`config.mk`:
```
export PLATFORM = sky130hd
export DESIGN_NAME = bus_share_arbiter
export DESIGN_NICKNAME = d
export VERILOG_FILES = /design/src/rtl/bus_share_arbiter.sv
export SDC_FILE = /design/constraint.sdc
export NUM_CORES = 1
export LEC_CHECK = 0
export BUFFER_PORTS_ARGS = -buffer_cell sky130_fd_sc_hd__buf_2
export CAP_MARGIN = 20
export CORE_UTILIZATION = 40
export DETAILED_ROUTE_END_ITERATION = 10
export PLACE_DENSITY = 0.8
export SYNTH_ARGS = -nofsm -noshare
export SYNTH_HDL_FRONTEND = slang
export SYNTH_SLANG_ARGS = --single-unit
```
`constraint.sdc`:
```
create_clock -name clock -period 2.2 [get_ports clock]
set_clock_uncertainty 0.15 [all_clocks]
set_input_delay 0.22 -clock clock [delete_from_list [all_inputs] [get_ports clock]]
set_output_delay 0.22 -clock clock [all_outputs]
set_load 0.01 [all_outputs]
```
`src/rtl/bus_share_arbiter.sv`:
```
// -----------------------------------------------------------------------------
// bus_share_arbiter
//   Shares one WIDTH-bit 2:1 mux datapath between two packet-streaming
//   requesters. The grant is round-robin at packet granularity. An owner keeps
//   the grant until its packet ends or MAX_BEATS beats have been taken. The
//   selected beat is captured into a single output register stage.
//
// Ports
//   clock, reset               rising-edge clock, async active-high reset
//   req{0,1}_valid/data/last   requester beat stream
//   req{0,1}_ready             beat accepted when valid & ready
//   out_valid/data/last        registered output beat
//   out_ready                  downstream accepts when out_valid & out_ready
//   mux_sel                    0 selects requester 0, 1 selects requester 1
//   busy                       a requester currently holds the grant
// -----------------------------------------------------------------------------
module bus_share_arbiter #(
  parameter int WIDTH     = 16,
  parameter int MAX_BEATS = 8
) (
  input  logic             clock,
  input  logic             reset,
  input  logic             req0_valid,
  input  logic [WIDTH-1:0] req0_data,
  input  logic             req0_last,
  output logic             req0_ready,
  input  logic             req1_valid,
  input  logic [WIDTH-1:0] req1_data,
  input  logic             req1_last,
  output logic             req1_ready,
  output logic             out_valid,
  output logic [WIDTH-1:0] out_data,
  output logic             out_last,
  input  logic             out_ready,
  output logic             mux_sel,
  output logic             busy
);

  localparam int CNT_W = $clog2(MAX_BEATS) + 1;
  localparam logic [CNT_W-1:0] LAST_CNT = CNT_W'(MAX_BEATS - 1);

  typedef enum logic [1:0] {
    IDLE = 2'd0,
    OWN0 = 2'd1,
    OWN1 = 2'd2
  } state_t;

  state_t           state_q, state_d;
  logic             prio_q, prio_d;
  logic [CNT_W-1:0] cnt_q, cnt_d;
  logic             out_valid_q, out_valid_d;
  logic [WIDTH-1:0] out_data_q, out_data_d;
  logic             out_last_q, out_last_d;

  logic             sel1;
  logic             slot_free;
  logic             own_valid;
  logic [WIDTH-1:0] own_data;
  logic             own_last;
  logic             accept;

  assign sel1      = (state_q == OWN1);
  // The output stage can take a beat if it is empty or draining this cycle.
  assign slot_free = !out_valid_q || out_ready;
  assign own_valid = sel1 ? req1_valid : req0_valid;
  assign own_data  = sel1 ? req1_data  : req0_data;
  assign own_last  = sel1 ? req1_last  : req0_last;
  assign accept    = (state_q != IDLE) && own_valid && slot_free;

  always_ff @(posedge clock or posedge reset) begin
    if (reset) begin
      state_q     <= IDLE;
      prio_q      <= 1'b0;
      cnt_q       <= '0;
      out_valid_q <= 1'b0;
      out_data_q  <= '0;
      out_last_q  <= 1'b0;
    end else begin
      state_q     <= state_d;
      prio_q      <= prio_d;
      cnt_q       <= cnt_d;
      out_valid_q <= out_valid_d;
      out_data_q  <= out_data_d;
      out_last_q  <= out_last_d;
    end
  end

  always_comb begin
    state_d     = state_q;
    prio_d      = prio_q;
    cnt_d       = cnt_q;
    out_valid_d = out_valid_q;
    out_data_d  = out_data_q;
    out_last_d  = out_last_q;

    case (state_q)
      IDLE: begin
        // Arbitration takes a full cycle; no beat moves while idle.
        if (req0_valid && req1_valid) begin
          state_d = prio_q ? OWN1 : OWN0;
        end else if (req0_valid) begin
          state_d = OWN0;
        end else if (req1_valid) begin
          state_d = OWN1;
        end
      end
      OWN0, OWN1: begin
        if (accept) begin
          cnt_d = cnt_q + 1'b1;
          // Release on packet end or when the tenure beat budget is spent;
          // the other requester gets priority for the next contest.
          if (own_last || (cnt_q == LAST_CNT)) begin
            state_d = IDLE;
            cnt_d   = '0;
            prio_d  = !sel1;
          end
        end
      end
      default: begin
        state_d = IDLE;
        cnt_d   = '0;
      end
    endcase

    if (accept) begin
      out_valid_d = 1'b1;
      out_data_d  = own_data;
      out_last_d  = own_last;
    end else if (out_ready) begin
      out_valid_d = 1'b0;
    end
  end

  assign req0_ready = (state_q == OWN0) && slot_free;
  assign req1_ready = (state_q == OWN1) && slot_free;
  assign out_valid  = out_valid_q;
  assign out_data   = out_data_q;
  assign out_last   = out_last_q;
  assign mux_sel    = sel1;
  assign busy       = (state_q != IDLE);

endmodule

```
==> results of run 1 <==
==> state kept, by name (all words and copies together), names as in the netlist <==
name / count
cnt_q: 4
prio_q: 1
state_q: 2
out_data: 16
out_last: 1
out_valid: 1
==> routing by layer <==
layer	GRT usage, %	routed length (um)	vias to the layer above
li1	-	-	587
met1	21.0	1250	535
met2	29.2	1410	34
met3	2.18	87	5
met4	6.46	29	0
met5	0	0	-
==> worst max-delay path, delay by kind of cell, from the launching register on <==
kind	cells	cell delay, ps
AND/OR/NAND/NOR	1	500
flip-flops	1	420
AO/OA/AOI/OAI	2	350
multiplexers	1	250
adder cells (fa/ha/maj)	1	230
buffers and inverters	1	120
==> kinds of logic after synthesis <==
logic type,synth area share (%)
flops,47.7
buf+inv,4.67
fa+ha+maj,4.77
compound gates,13.9
simple gates,13.5
mux,15.4
==> Yosys cell counts, drive strengths merged <==
cell type  number
dfrtp          25
nor2           23
a21oi          20
mux2i          19
inv             6
clkbuf          5
ha              5
nand2           5
o21ai           4
buf             3
and2            2
nand3           2
a2111oi         1
a21boi          1
a21o            1
a32o            1
and4b           1
nand2b          1
nand4           1
nor3b           1
o211ai          1
o2bb2ai         1
o32ai           1
or3b            1
or4             1
==> placed cells by master, fill, tap and decap left out, types with 3 or more instances in the layout <==
cell and n:
sky130_fd_sc_hd__a21oi_1 20, sky130_fd_sc_hd__buf_2 60, sky130_fd_sc_hd__buf_4 7, sky130_fd_sc_hd__clkbuf_4 3
sky130_fd_sc_hd__dfrtp_1 25, sky130_fd_sc_hd__ha_1 4, sky130_fd_sc_hd__inv_1 6, sky130_fd_sc_hd__mux2i_1 18
sky130_fd_sc_hd__nand2_1 5, sky130_fd_sc_hd__nor2_1 23, sky130_fd_sc_hd__o21ai_0 3
==> what timing repair did <==
action / CTS / global route
setup endpoints to repair: 0 / 1
endpoints found under the hold margin: 25 / 0
setup buffers: 0 / 1
hold buffers: 1 / 0
==> power by group <==
part	internal (mW)	total, mW	switching (mW)
Clock	0.0695	0.210	0.140
Sequential	0.665	0.790	0.125
Combinational	0.577	1.29	0.713
==> worst paths after layout <==
check                             startpoint           end  slack (ps)  cells past startpoint
worst max-delay path              state_q[0]      cnt_q[3]         100                      6
worst min-delay path            req0_data[8]   out_data[8]          30                      3
worst max register to register    state_q[0]      cnt_q[3]         100                      6
worst min register to register        prio_q        prio_q         380                      2
max in group asynchronous              reset     out_valid        1340                      4
min in group asynchronous              reset  out_data[13]         320                      4
==> area by class of cell <==
type	instances	area, sq um	share of cell area [%]
flip-flops and latches	25	626	36.2
inverters	6	22.5	1.30
multi-input cells	93	633	36.6
clock buffers	3	22.5	1.30
repair buffers	68	363	21.0
well taps	44	55.1	3.18
clock inverters	1	7.51	0.434
==> flow_metrics.py, run 1 <==
metrics = {
    "status": {
        "status": "finished, final reports clean",
    },
    "routing": {
        "post_drt_via_cell_ratio": 4.84,
        "antenna_left": 0,
        "detailroute.via_count": 1161,
        "detail_route.drc_violations": 0,
        "wl_um": 2770,
        "drt-wirelength-per-cell_um": 11.5,
        "drtIter0Drc": 25,
        "detailedRoute.firstPassIterationCount": 4,
    },
    "die": {
        "core_region_area_sq_um": 3080,
        "initial_core_util_pct": 42.6,
        "die_height_um": 59.3,
        "io-pin-count": 61,
        "die_area_sq_um": 3510,
        "chipWidth_um": 59.3,
        "placement_rows": 20,
    },
    "cells_and_area": {
        "finish.instance_area_sq_um": 1730,
        "postLayoutCoreUtil_pct": 56.2,
        "final_cell_count_no_fill": 240,
        "nNetsFinal": 241,
        "num_antenna_cells": 0,
        "filler_cell_count": 288,
        "drive_gt1_share_pct": 39.3,
        "flow.area_growth_from_synthesis_pct": 31.7,
    },
    "pwr": {
        "peakVddDrop_mv": 0.601,
        "static-leakage-power_nw": 0.844,
        "total_power_mw": 2.29,
        "power-per-cell-area_nw_per_um2": 1320,
    },
    "timing": {
        "count_of_final_max_slew_check_failures": 0,
        "worst_slew_pin_slew_ps": 360,
        "hold_ws_ps": 33.5,
        "post-route-worst-setup-slack_ps": 105,
        "timing.setup.tns_ps": 0,
        "period_needed_ps": 2100,
        "fmax_mhz": 477,
        "max_slew_margin_pct": 75.4,
        "setup-violations-final": 0,
        "fin_crit_share_pct": 95.2,
        "final-hold-violation-count": 0,
    },
    "grt": {
        "grt_first_pass_wirelength_um": 4490,
        "grt_start_max_net_pins": 26,
        "total_routing_usage_reported_by_global_routing_pct": 16.7,
        "vias_in_the_first_global_route": 1107,
        "antenna_violations_before_repair": 0,
        "grt.overflow.total": 0,
    },
    "worst_setup_path": {
        "critical_path.slowest_cell": "sky130_fd_sc_hd__or4_4",
        "required_ps": 2280,
        "crit_path_cell_trace": "inv_1, ha_2, mux2i_4, o21ai_2, or4_4, o32ai_1",
        "crit_path_max_cell_delay_ps": 500,
        "startpoint_type": "flip-flop",
        "cp.arrival_ps": 2180,
        "crit_fanout": 3,
        "timing_worst_setup_path_type": "flip-flop to flip-flop",
        "worst_setup_end_kind": "flip-flop",
    },
    "cts": {
        "cts_made_buffers": 3,
        "number_of_clock_sinks": 25,
        "ctsHtreeMaxLevel": 1,
        "cts_resized": 0,
        "clk_pin_slew_worst_paths_ps": 140,
        "root_buffer": "sky130_fd_sc_hd__clkbuf_4",
        "cts_tree": "done",
        "insertion_delay_ps": 320,
        "cts_buffer_depth": 2,
    },
    "synth": {
        "post_synth.cell_area_avg_sq_um": 9.94,
        "synth.top_cells.by_area": "sky130_fd_sc_hd__dfrtp_1, sky130_fd_sc_hd__mux2i_1, sky130_fd_sc_hd__a21oi_1",
        "synth_top_area_share_pct": 47.7,
        "syn_area_sq_um": 1310,
        "ys_seq_elements": 25,
        "synth_fp_nets": 176,
        "yosys.cell_types.count": 29,
        "netlist.top_cell.by_area": "sky130_fd_sc_hd__dfrtp_1",
        "syn-instance-count": 132,
        "yosys_warning_count": 0,
        "synth.yosys.seq_area_share_pct": 47.7,
    },
    "place": {
        "globalplace.congestion": 0.837,
        "hpwlAfterDp_um": 2210,
        "buffer_ports.inserted": 60,
        "dp.cells": 234,
        "cell_area_after_placement_sq_um": 1680,
        "pre_cts_ws_ps": 128,
    },
    "flow_run": {
        "max_cap_viol_count": 0,
    },
    "hold_path": {
        "hold_path.class": "input port to flip-flop",
    },
}
(Power assumes the default switching activity.)
==> run 2: changes to the inputs <==
--- a/config.mk
+++ b/config.mk
@@ -10,6 +10,7 @@
 export CORE_UTILIZATION = 40
 export DETAILED_ROUTE_END_ITERATION = 10
 export PLACE_DENSITY = 0.8
+export REMOVE_ABC_BUFFERS = 1
 export SYNTH_ARGS = -nofsm -noshare
 export SYNTH_HDL_FRONTEND = slang
 export SYNTH_SLANG_ARGS = --single-unit
==> run 2 against run 1 <==
Net effect: global-route usage is 0.52 points lower; sequential power is 2.8% lower; core utilization is 0.37 points lower.
==> flow_metrics.py, run 2 (synthesis results as in run 1) <==
metrics = {
    "timing": {
        "timing.setup.tns_ps": 0,
        "worst_slew_pin_slew_ps": 381,
        "setup_repair_after_global_routing_missed_its_margin": "no",
        "final-hold-violation-count": 0,
        "fin_crit_share_pct": 94.8,
        "period_needed_ps": 2090,
        "setup-violations-final": 0,
        "fmax_mhz": 479,
        "max_slew_margin_pct": 74.0,
        "count_of_final_max_slew_check_failures": 0,
    },
    "worst_setup_path": {
        "reg2reg_from": "state_q[0]",
        "worstRegToRegCells": 6,
        "startpoint_type": "flip-flop",
        "critical_path.slowest_cell": "sky130_fd_sc_hd__or4_4",
        "crit_fanout": 3,
        "crit-reg2reg-capture": "cnt_q[3]",
        "setup.reg_to_reg.worst_slack_ps": 110,
        "crit_path_cell_trace": "inv_1, ha_2, mux2i_4, o21ai_2, or4_4, o32ai_1",
        "required_ps": 2270,
        "timing_worst_setup_path_type": "flip-flop to flip-flop",
        "critPathTopFamily": "simple AND/OR/NAND/NOR gates",
        "worst_setup_end_kind": "flip-flop",
        "cp.arrival_ps": 2160,
        "critical_path.n_buffers_inverters": 1,
        "crit_path_max_cell_delay_ps": 500,
    },
    "hold_path": {
        "hold_path_startpoint": "req0_data[1]",
        "worstHoldPathCells": 3,
        "hold_path.class": "input port to flip-flop",
        "end_point_of_the_worst_hold_path": "out_data[1]",
    },
    "pwr": {
        "clkPwrFrac_pct": 8.9,
        "seq_power_share_pct": 34.3,
        "power-per-cell-area_nw_per_um2": 1300,
        "static-leakage-power_nw": 0.840,
        "internal_power_mw": 1.30,
        "share_comb_of_total_power_pct": 56.8,
        "net_sw_share_pct": 41.8,
        "peakVddDrop_mv": 0.686,
        "total_power_mw": 2.24,
        "total_switching_power_uw": 936,
    },
    "flow_run": {
        "max_cap_viol_count": 0,
    },
    "grt": {
        "grt_first_pass_wirelength_um": 4340,
        "vias_in_the_first_global_route": 1047,
        "antenna_violations_before_repair": 0,
        "total_routing_usage_reported_by_global_routing_pct": 16.2,
        "grt.overflow.total": 0,
        "grt_start_max_net_pins": 26,
    },
    "cts": {
        "ctsHtreeMaxLevel": 1,
        "postCtsSetupRepairBufs": 0,
        "root_buffer": "sky130_fd_sc_hd__clkbuf_4",
        "clk_pin_slew_worst_paths_ps": 130,
        "number_of_clock_sinks": 25,
        "cts_tree": "done",
        "insertion_delay_ps": 310,
        "cts_made_buffers": 3,
        "cts_buffer_depth": 2,
    },
    "routing": {
        "dr_wl_met2_um": 1300,
        "antenna_left": 0,
        "detailroute.via_count": 1160,
        "drt-wirelength-per-cell_um": 10.9,
        "wl_um": 2590,
        "detail_route.drc_violations": 0,
        "detailedRoute.firstPassIterationCount": 4,
        "top_signal_layer_used": "met4",
        "sum_of_routed_wire_segments_on_met1_um": 1120,
        "met3_wirelength_um": 152,
        "post_drt_via_cell_ratio": 4.85,
        "drtIter0Drc": 50,
    },
    "cells_and_area": {
        "leading_cell_types_in_the_layout_fill_and_taps_excluded": "sky130_fd_sc_hd__buf_2, sky130_fd_sc_hd__dfrtp_1, sky130_fd_sc_hd__nor2_1",
        "most_common_cell_after_layout_fill_and_taps_aside": "sky130_fd_sc_hd__buf_2",
        "drive_gt1_share_pct": 38.5,
        "largest_reg_flops": 16,
        "num_antenna_cells": 0,
        "nNetsFinal": 240,
        "flow.area_growth_from_synthesis_pct": 30.9,
    },
    "die": {
        "die_height_um": 59.3,
        "initial_core_util_pct": 42.6,
        "die_area_sq_um": 3510,
        "placement_rows": 20,
        "io-pin-count": 61,
        "chipWidth_um": 59.3,
        "core_region_area_sq_um": 3080,
    },
    "place": {
        "globalplace.congestion": 0.802,
        "hpwlAfterDp_um": 2000,
        "buffer_ports.inserted": 60,
    },
    "status": {
        "status": "finished, final reports clean",
    },
}
## run 2: layout make-up
class | instances | area [sq um]
multi-input cells | 93 | 633
repair buffers | 67 | 355
inverters | 6 | 22.5
well taps | 44 | 55.1
clock buffers | 4 | 26.3
fillers | 299 | 1360
flip-flops and latches | 25 | 626
## run 2: worst max path at each step
stage | cells after the start | start | endpoint | slack, ps
finish | 6 | state_q[0] | cnt_q[3] | 110
floorplan | 6 | state_q[0] | state_q[0] | -1540
detailed placement | 6 | state_q[0] | cnt_q[3] | 90
CTS | 6 | state_q[0] | cnt_q[3] | 80
global placement | 6 | state_q[0] | cnt_q[3] | 140
global route | 6 | state_q[0] | cnt_q[3] | 10
## run 2: through the flow
step	util [%]	hold slack (ps)	std cells	worst slack, ps	instance area (sq um)
2_1_floorplan	-	97.3	124	-1540	1270
3_3_place_gp	54.6	137	234	137	1680
3_5_place_dp	54.6	141	234	89.4	1680
4_1_cts	55.7	43.4	239	81.4	1720
5_1_grt	55.8	39.0	239	10.2	1720
6_report	55.8	47.8	239	114	1720
## run 2: power groups by stage
| stage | logic (mW) | clock network, mW | registers, mW |
|---|---|---|---|
| after floorplan | 0.765 | 0 | 0.861 |
| after global placement | 1.26 | 0 | 0.776 |
| after detailed placement | 1.28 | 0 | 0.781 |
| after CTS | 1.29 | 0.211 | 0.770 |
| after global routing | 1.43 | 0.231 | 0.802 |
| final | 1.27 | 0.199 | 0.768 |
## run 2: worst register-to-register path, stage by stage (launching register included)
cell	delay, ps
sky130_fd_sc_hd__dfrtp_1	410
sky130_fd_sc_hd__inv_1	110
sky130_fd_sc_hd__ha_2	220
sky130_fd_sc_hd__mux2i_4	240
sky130_fd_sc_hd__o21ai_2	90
sky130_fd_sc_hd__or4_4	500
sky130_fd_sc_hd__o32ai_1	270
## run 2: repair_timing
action / 4_1_cts / 5_1_grt
endpoints found under the setup margin: 0 / 1
resized for setup: 0 / 1
hold buffers: 1 / 0
hold endpoints to repair: 25 / 0
## run 2: metal layers
layer  vias to the layer above  GRT usage [%]
met2                        42           30.2
li1                        586              -
met1                       528           19.1
met3                         4           2.84
met5                         -              0
met4                         0           4.08
==> run 3: changes to the inputs <==
--- a/config.mk
+++ b/config.mk
@@ -7,9 +7,10 @@
 export LEC_CHECK = 0
 export BUFFER_PORTS_ARGS = -buffer_cell sky130_fd_sc_hd__buf_2
 export CAP_MARGIN = 20
-export CORE_UTILIZATION = 40
+export CORE_UTILIZATION = 41
+export CTS_BUF_LIST = sky130_fd_sc_hd__clkbuf_4 sky130_fd_sc_hd__clkbuf_8 sky130_fd_sc_hd__clkbuf_16
 export DETAILED_ROUTE_END_ITERATION = 10
-export PLACE_DENSITY = 0.8
+export PLACE_DENSITY = 0.81
 export REMOVE_ABC_BUFFERS = 1
 export SYNTH_ARGS = -nofsm -noshare
 export SYNTH_HDL_FRONTEND = slang
==> run 3 against run 2 <==
Net effect: core utilization up 1.3 points; global-route usage up 1.7 points; first-iteration DRC count unchanged; sequential cell count unchanged; sequential power up 0.8%; maximum frequency up 0.90%; largest cell class unchanged; largest power group unchanged.
==> flow_metrics.py, run 3 (synthesis results as in run 1) <==
metrics = {
    "cells_and_area": {
        "drive_gt1_share_pct": 40.1,
        "largest_reg_flops": 16,
        "leading_cell_types_in_the_layout_fill_and_taps_excluded": "sky130_fd_sc_hd__buf_2, sky130_fd_sc_hd__dfrtp_1, sky130_fd_sc_hd__nor2_1",
        "nNetsFinal": 242,
        "most_common_cell_after_layout_fill_and_taps_aside": "sky130_fd_sc_hd__buf_2",
        "flow.area_growth_from_synthesis_pct": 32.9,
        "postLayoutCoreUtil_pct": 57.1,
        "num_antenna_cells": 0,
        "final_cell_count_no_fill": 241,
    },
    "timing": {
        "final-hold-violation-count": 0,
        "fmax_mhz": 484,
        "count_of_final_max_slew_check_failures": 0,
        "timing.setup.tns_ps": 0,
        "max_slew_margin_pct": 70.5,
        "setup-violations-final": 0,
        "setup_repair_after_global_routing_missed_its_margin": "no",
        "hold_ws_ps": 26.5,
        "period_needed_ps": 2070,
        "fin_crit_share_pct": 94.0,
        "worst_slew_pin_slew_ps": 431,
    },
    "routing": {
        "detailroute.via_count": 1172,
        "post_drt_via_cell_ratio": 4.86,
        "wl_um": 2780,
        "drt-wirelength-per-cell_um": 11.5,
        "antenna_left": 0,
        "detailedRoute.firstPassIterationCount": 4,
        "detail_route.drc_violations": 0,
        "drtIter0Drc": 50,
    },
    "worst_setup_path": {
        "timing_worst_setup_path_type": "flip-flop to flip-flop",
        "setup.reg_to_reg.worst_slack_ps": 130,
        "worst_setup_sp": "state_q[0]",
        "worst_setup_end_kind": "flip-flop",
        "reg2reg_from": "state_q[0]",
        "required_ps": 2290,
        "critical_path.endpoint": "cnt_q[3]",
        "crit-reg2reg-capture": "cnt_q[3]",
        "worstRegToRegCells": 6,
        "startpoint_type": "flip-flop",
        "cp.arrival_ps": 2160,
        "crit_fanout": 3,
    },
    "flow_run": {
        "max_cap_viol_count": 0,
    },
    "hold_path": {
        "hold_path.class": "input port to flip-flop",
    },
    "pwr": {
        "internal_power_mw": 1.32,
        "seq_power_share_pct": 33.8,
        "static-leakage-power_nw": 0.852,
        "power-per-cell-area_nw_per_um2": 1310,
        "net_sw_share_pct": 42.3,
        "clkPwrFrac_pct": 9.3,
        "total_switching_power_uw": 970,
        "peakVddDrop_mv": 0.516,
        "share_comb_of_total_power_pct": 56.9,
    },
    "place": {
        "buffer_ports.inserted": 60,
        "dp.cells": 235,
        "hpwlAfterDp_um": 2100,
        "globalplace.congestion": 0.908,
    },
    "die": {
        "core_region_area_sq_um": 3050,
        "placement_rows": 20,
        "die_height_um": 58.6,
        "chipWidth_um": 58.6,
        "initial_core_util_pct": 43.0,
        "io-pin-count": 61,
        "die_area_sq_um": 3430,
    },
    "cts": {
        "cts_buffer_depth": 2,
        "cts_tree": "done",
        "insertion_delay_ps": 320,
        "number_of_clock_sinks": 25,
        "cts_made_buffers": 3,
        "clk_pin_slew_worst_paths_ps": 140,
        "root_buffer": "sky130_fd_sc_hd__clkbuf_4",
        "ctsHtreeMaxLevel": 1,
    },
    "status": {
        "status": "finished, final reports clean",
    },
    "grt": {
        "total_routing_usage_reported_by_global_routing_pct": 17.9,
        "antenna_violations_before_repair": 0,
        "grt.overflow.total": 0,
        "vias_in_the_first_global_route": 1080,
        "grt_first_pass_wirelength_um": 4570,
        "grt_start_max_net_pins": 26,
    },
}
==> run 3: cell count changes in the layout (fill, tap and decap cells not counted) <==
| cell | delta |
|---|---|
| sky130_fd_sc_hd__clkbuf_1 | -1 |
| sky130_fd_sc_hd__o32ai_2 | +1 |
| sky130_fd_sc_hd__clkinvlp_4 | +1 |
| sky130_fd_sc_hd__o32ai_1 | -1 |
| sky130_fd_sc_hd__buf_4 | +2 |
==> run 3: final cells by class <==
| class | instances | area (sq um) |
|---|---|---|
| well taps | 44 | 55.1 |
| multi-input cells | 93 | 641 |
| inverters | 6 | 22.5 |
| flip-flops and latches | 25 | 626 |
| clock buffers | 3 | 22.5 |
| clock inverters | 1 | 7.51 |
| fillers | 298 | 1310 |
| repair buffers | 69 | 370 |
==> run 3: power by group through the flow <==
| stage | Clock, mW | Sequential, mW | Combinational [mW] |
|---|---|---|---|
| after global placement | 0 | 0.780 | 1.27 |
| after floorplan | 0 | 0.861 | 0.765 |
| after CTS | 0.224 | 0.778 | 1.30 |
| final | 0.214 | 0.774 | 1.30 |
| after detailed placement | 0 | 0.787 | 1.30 |
| after global routing | 0.243 | 0.799 | 1.46 |
==> run 3: what timing repair did <==
item	CTS	global route
endpoints found under the hold margin	25	0
hold buffers	1	0
setup buffers	0	1
gates resized for setup	0	2
setup endpoints to repair	0	2
==> run 3: per-stage QoR <==
stage / area [sq um] / setup slack (ps) / power [mW]
after detailed placement: 1690 / 31.1 / 2.09
after floorplan: 1270 / -1540 / 1.63
after global placement: 1690 / 160 / 2.05
final: 1740 / 132 / 2.29
after global routing: 1740 / 33.8 / 2.50
after CTS: 1730 / 37.3 / 2.30
==> run 3: layer usage <==
metal / up-vias / global-route usage [%] / wire, um
met1: 535 / 21.6 / 1240
met3: 4 / 2.20 / 126
li1: 591 / - / -
met4: 0 / 10.2 / 67
met2: 42 / 31.0 / 1350
met5: - / 0 / 0
==> run 3: worst max-delay path, stage by stage (launching register included) <==
cell and delay [ps]:
sky130_fd_sc_hd__dfrtp_1 400, sky130_fd_sc_hd__inv_1 110, sky130_fd_sc_hd__ha_2 230, sky130_fd_sc_hd__mux2i_4 250, sky130_fd_sc_hd__o21ai_2 90, sky130_fd_sc_hd__or4_4 500, sky130_fd_sc_hd__o32ai_2 260
==> run 3: how the worst min path moves through the flow <==
stage,from,endpoint,slack [ps],depth (start not counted)
after detailed placement,reset,out_data[3],140,3
after global routing,req1_data[1],out_data[1],20,3
after floorplan,reset,cnt_q[0],100,1
final,req0_data[3],out_data[3],30,3
after CTS,req0_data[3],out_data[3],20,3
after global placement,reset,out_data[7],130,3
